$ cat src/rtl/bounce_gen.sv
// bounce_gen: emulates a mechanical contact. On request it walks o_BUT to a new level
// through a reproducible LFSR-timed burst of bounces, then holds it for a settle window.
module bounce_gen #(
   parameter int          BOUNCES       = 3,
   parameter int          GAP_BITS      = 12,
   parameter int          SETTLE_CYCLES = 300000,
   parameter logic [15:0] LFSR_SEED     = 16'hACE1
) (
   input  logic       CLK,
   input  logic       i_RST,
   input  logic       i_Start,
   input  logic       i_Level,
   output logic       o_BUT,
   output logic       o_Busy,
   output logic       o_Done,
   output logic [1:0] o_Dbg_State
);

   localparam int GAP_W  = GAP_BITS + 1;
   localparam int SET_W  = $clog2(SETTLE_CYCLES + 1);
   localparam int EDGE_W = 5;

   localparam logic [EDGE_W-1:0] EDGE_TOTAL  = EDGE_W'(2 * BOUNCES + 1);
   localparam logic [SET_W-1:0]  SETTLE_INIT = SET_W'(SETTLE_CYCLES);

   typedef enum logic [1:0] {
      S_IDLE   = 2'd0,
      S_BOUNCE = 2'd1,
      S_SETTLE = 2'd2
   } state_t;

   state_t              state_q,  state_d;
   logic [15:0]         lfsr_q,   lfsr_d;
   logic [GAP_W-1:0]    gap_q,    gap_d;
   logic [EDGE_W-1:0]   edge_q,   edge_d;
   logic [SET_W-1:0]    settle_q, settle_d;
   logic                but_q,    but_d;
   logic                busy_q,   busy_d;
   logic                done_q,   done_d;
   logic                target_q, target_d;

   logic [15:0]         lfsr_step;
   logic [GAP_W-1:0]    gap_load;

   // The LFSR only advances together with a gap load, so every burst is a pure
   // function of how many gaps have been drawn since reset.
   assign lfsr_step = {lfsr_q[14:0], lfsr_q[15] ^ lfsr_q[13] ^ lfsr_q[12] ^ lfsr_q[10]};
   assign gap_load  = {1'b0, lfsr_q[GAP_BITS-1:0]} + GAP_W'(1);

   // Request handshake: i_Start is a one-cycle request sampled every edge and taken
   // only in IDLE; o_Busy covers the accepted request and o_Done is its one-cycle ack.
   always_comb begin
      state_d  = state_q;
      lfsr_d   = lfsr_q;
      gap_d    = gap_q;
      edge_d   = edge_q;
      settle_d = settle_q;
      but_d    = but_q;
      busy_d   = busy_q;
      done_d   = 1'b0;
      target_d = target_q;

      case (state_q)
         S_IDLE: begin
            busy_d = 1'b0;
            if (i_Start) begin
               busy_d = 1'b1;
               if (i_Level != but_q) begin
                  target_d = i_Level;
                  edge_d   = EDGE_TOTAL;
                  gap_d    = gap_load;
                  lfsr_d   = lfsr_step;
                  state_d  = S_BOUNCE;
               end else begin
                  done_d = 1'b1;
               end
            end
         end

         S_BOUNCE: begin
            if (gap_q <= GAP_W'(1)) begin
               but_d  = ~but_q;
               edge_d = edge_q - EDGE_W'(1);
               if (edge_q == EDGE_W'(1)) begin
                  settle_d = SETTLE_INIT;
                  state_d  = S_SETTLE;
               end else begin
                  gap_d  = gap_load;
                  lfsr_d = lfsr_step;
               end
            end else begin
               gap_d = gap_q - GAP_W'(1);
            end
         end

         S_SETTLE: begin
            // Odd toggle count already landed on the target; pin it explicitly anyway.
            but_d = target_q;
            if (settle_q <= SET_W'(1)) begin
               settle_d = '0;
               done_d   = 1'b1;
               busy_d   = 1'b0;
               state_d  = S_IDLE;
            end else begin
               settle_d = settle_q - SET_W'(1);
            end
         end

         default: begin
            state_d = S_IDLE;
            busy_d  = 1'b0;
         end
      endcase
   end

   always_ff @(posedge CLK) begin
      if (i_RST) begin
         state_q  <= S_IDLE;
         lfsr_q   <= LFSR_SEED;
         gap_q    <= '0;
         edge_q   <= '0;
         settle_q <= '0;
         but_q    <= 1'b0;
         busy_q   <= 1'b0;
         done_q   <= 1'b0;
         target_q <= 1'b0;
      end else begin
         state_q  <= state_d;
         lfsr_q   <= lfsr_d;
         gap_q    <= gap_d;
         edge_q   <= edge_d;
         settle_q <= settle_d;
         but_q    <= but_d;
         busy_q   <= busy_d;
         done_q   <= done_d;
         target_q <= target_d;
      end
   end

   assign o_BUT       = but_q;
   assign o_Busy      = busy_q;
   assign o_Done      = done_q;
   assign o_Dbg_State = state_q;

endmodule

$ cat config.mk
export PLATFORM = sky130hd
export DESIGN_NAME = bounce_gen
export DESIGN_NICKNAME = d
export VERILOG_FILES = /design/src/rtl/bounce_gen.sv
export SDC_FILE = /design/constraint.sdc
export NUM_CORES = 1
export LEC_CHECK = 0
export ABC_AREA = 1
export CORE_MARGIN = 5
export CORE_UTILIZATION = 60
export CTS_BUF_LIST = sky130_fd_sc_hd__clkbuf_2 sky130_fd_sc_hd__clkbuf_4 sky130_fd_sc_hd__clkbuf_8
export CTS_CLUSTER_SIZE = 40
export DETAILED_ROUTE_END_ITERATION = 8
export GPL_ROUTABILITY_DRIVEN = 0
export PLACE_DENSITY = 0.78
export SKIP_LAST_GASP = 1
export SLEW_MARGIN = 25
export SYNTH_ARGS = -nofsm -noshare
export SYNTH_HDL_FRONTEND = slang
export SYNTH_SLANG_ARGS = --single-unit
$ cat constraint.sdc
create_clock -name CLK -period 4.3 [get_ports CLK]
set_input_delay 0.43 -clock CLK [delete_from_list [all_inputs] [get_ports CLK]]
set_output_delay 0.43 -clock CLK [all_outputs]
set_load 0.01 [all_outputs]
==> results.ini <==
[yosys]
synth_cell_types = 33
synth_seq_cells = 59
ys_top_cells_by_area = dfxtp_1 34%, nand2_1 14%, nor2_1 9.1%
yosys.area.top_type = dfxtp_1
synthesis.area_um2 = 3430
netlist_instances = 514
syn_nets = 525
synth_top_area_share_pct = 34.4
avgSynthCellArea_um2 = 6.68
synth_edf_count = 0
yosys_most_used_dff = dfxtp_1
async_reset_ff_share_pct = 0
synth-seq-area-share_pct = 34.4
ys_warn_count = 0

[clock_tree]
cts_max_level = 3
cts_tree = built
cts_buffers = 9
cts_sinks = 59
cts_hold_buf = 0
cts_setup_buffers = 0
ctsRootBufferMaster = clkbuf_8
clk_pin_slew_worst_paths_ps = 60
clock_latency_ps = 350
clockBufferDepth = 2
cts-resized-gates = 0

[floorplan]
num_rows = 27
die_h_um = 85.6
ios = 9
die_x_um = 85.6
start_util_pct = 61.9
dieArea_um2 = 7330
core_um2 = 5540

[routing]
drt-pass1-iter-count = 5
remaining_drc_errors = 0
wl_met3_um = 300
routed_wl_um = 7400
dr.first_iter.drc_count = 255
drt.antenna.violating_nets = 0
wl_per_cell_um = 12.4
routed.top_layer = met4
wl_met2_um = 3330
viasPerCell = 5.33
met1_length_um = 3640
vias = 3190

[layout]
final_cell_mix = 131 x nand2_1, 83 x nor2_1, 59 x dfxtp_1
n_fill_cell = 512
drive_above_1_share_pct = 7.78
stdcell_area_um2 = 3740
fin_nets = 535
areaGrowthSynthToFinish_pct = 8.93
n_antenna_cell = 0
final_common_cell = nand2_1

[timing]
fin_crit_sh_pct = 46.3
maxSlewHeadroom_pct = 47.3
hold_slack_ps = 462
setup_ws_ps = 2310
setup_tns_ps = 0
fmax_mhz = 503
fin_skew_ps = 8.51
fin_crit_ps = 1990
maxSlewViolCount = 0
hold_viol_final = 0
setup_viol = 0
rsz0062_at_grt = no
worstMarginPinSlew_ps = 789

[critical_path]
crit_fanout = 19
startpoint_type = input pin
cp.required_ps = 4540
crit_type = input pin to flop
critPathCaptureType = flop
critical_path_arrival_ps = 2230

[placed_design]
dpl_cell_area_um2 = 3550
port_buffers = 8
dpl_worst_slack_ps = 1990
post-dp-hpwl_um = 5210

[grt]
grt_max_degree = 28
grt_usage_pct = 21.9
grt_antenna_before_repair = 0
grt_pass1_vias = 2987
grt_pass1_wl_um = 13000
grt-ovfl-total = 0

[status]
status = finished, final reports clean

[run]
drv_cap = 0

[hold_path]
hp-class = flop to flop

==> worst max-delay path, stage by stage <==
cell             delay (ps)
clkdlybuf4s50_1         460
xnor2_1                 310
nand2_2                 140
o211ai_1                110
inv_1                   120
nand2_4                 210
inv_1                   200
o21ai_0                 190
nor2_1                   50
==> state kept, by name (all words and copies together) (netlist names) <==
signal       count
settle_q        19
edge_q           5
o_Done           1
lfsr_q          16
o_BUT            1
o_Busy           1
gap_q           13
o_Dbg_State      2
target_q         1
==> through the flow <==
step / util, % / std cells
floorplan: - / 514
CTS: 67.5 / 599
finish: 67.5 / 599
global placement: 64.1 / 585
global route: 67.5 / 599
detailed placement: 64.1 / 585
==> cell usage after synthesis, types with 2 or more instances <==
library cell,instances
nand2_2,3
nor3_1,6
nand4_1,5
buf_2,4
buf_6,2
a21oi_1,39
xnor2_1,6
o21ai_0,34
clkbuf_1,4
nand2_1,131
nand3_4,2
or2_2,2
nand3_1,25
o211ai_2,4
inv_2,6
nand3_2,2
dfxtp_1,59
a31oi_1,3
nor3b_1,4
o21bai_1,2
nor2_1,83
nand3b_1,3
xor2_1,22
inv_1,45
nor2_2,4
ha_1,7
==> cell type report <==
cell class                      count  area, um^2  share of cell area, %
Multi-Input combinational cell    393        2000                   53.4
Sequential cell                    59        1180                   31.6
Inverter                           52         195                   5.22
Clock buffer                       13         179                   4.79
Tap cell                           72        90.1                   2.41
Timing Repair Buffer                9        87.6                   2.34
Clock inverter                      1        7.51                  0.201
==> path summary, 6_finish.rpt <==
path / from / end / slack (ps) / depth (start not counted)
min reg2reg: lfsr_q[14] / lfsr_q[15] / 460 / 2
min: lfsr_q[14] / lfsr_q[15] / 460 / 2
max reg2reg: gap_q[10] / gap_q[3] / 2360 / 10
max: i_Level / gap_q[3] / 2310 / 9
==> kinds of logic (layout without fill, tap and decap cells) <==
logic type | after synthesis | after routing | synth area share [%]
adders and majority gates | 7 | 7 | 2.55
buffers and inverters | 62 | 75 | 7.36
DFF | 59 | 59 | 34.4
and+or+nand+nor | 275 | 275 | 35.2
xor gates and xnor gates | 28 | 28 | 7.15
AOI/OAI and AO/OA | 83 | 83 | 13.3
==> routing by layer <==
layer / vias up / track usage, %
li1: 1667 / -
met1: 1442 / 29.4
met5: - / 0
met2: 69 / 34.7
met3: 12 / 3.75
met4: 0 / 9.21
Power is not shown: default switching activity piles up to over one toggle a cycle in this logic, so the estimate is an artifact.
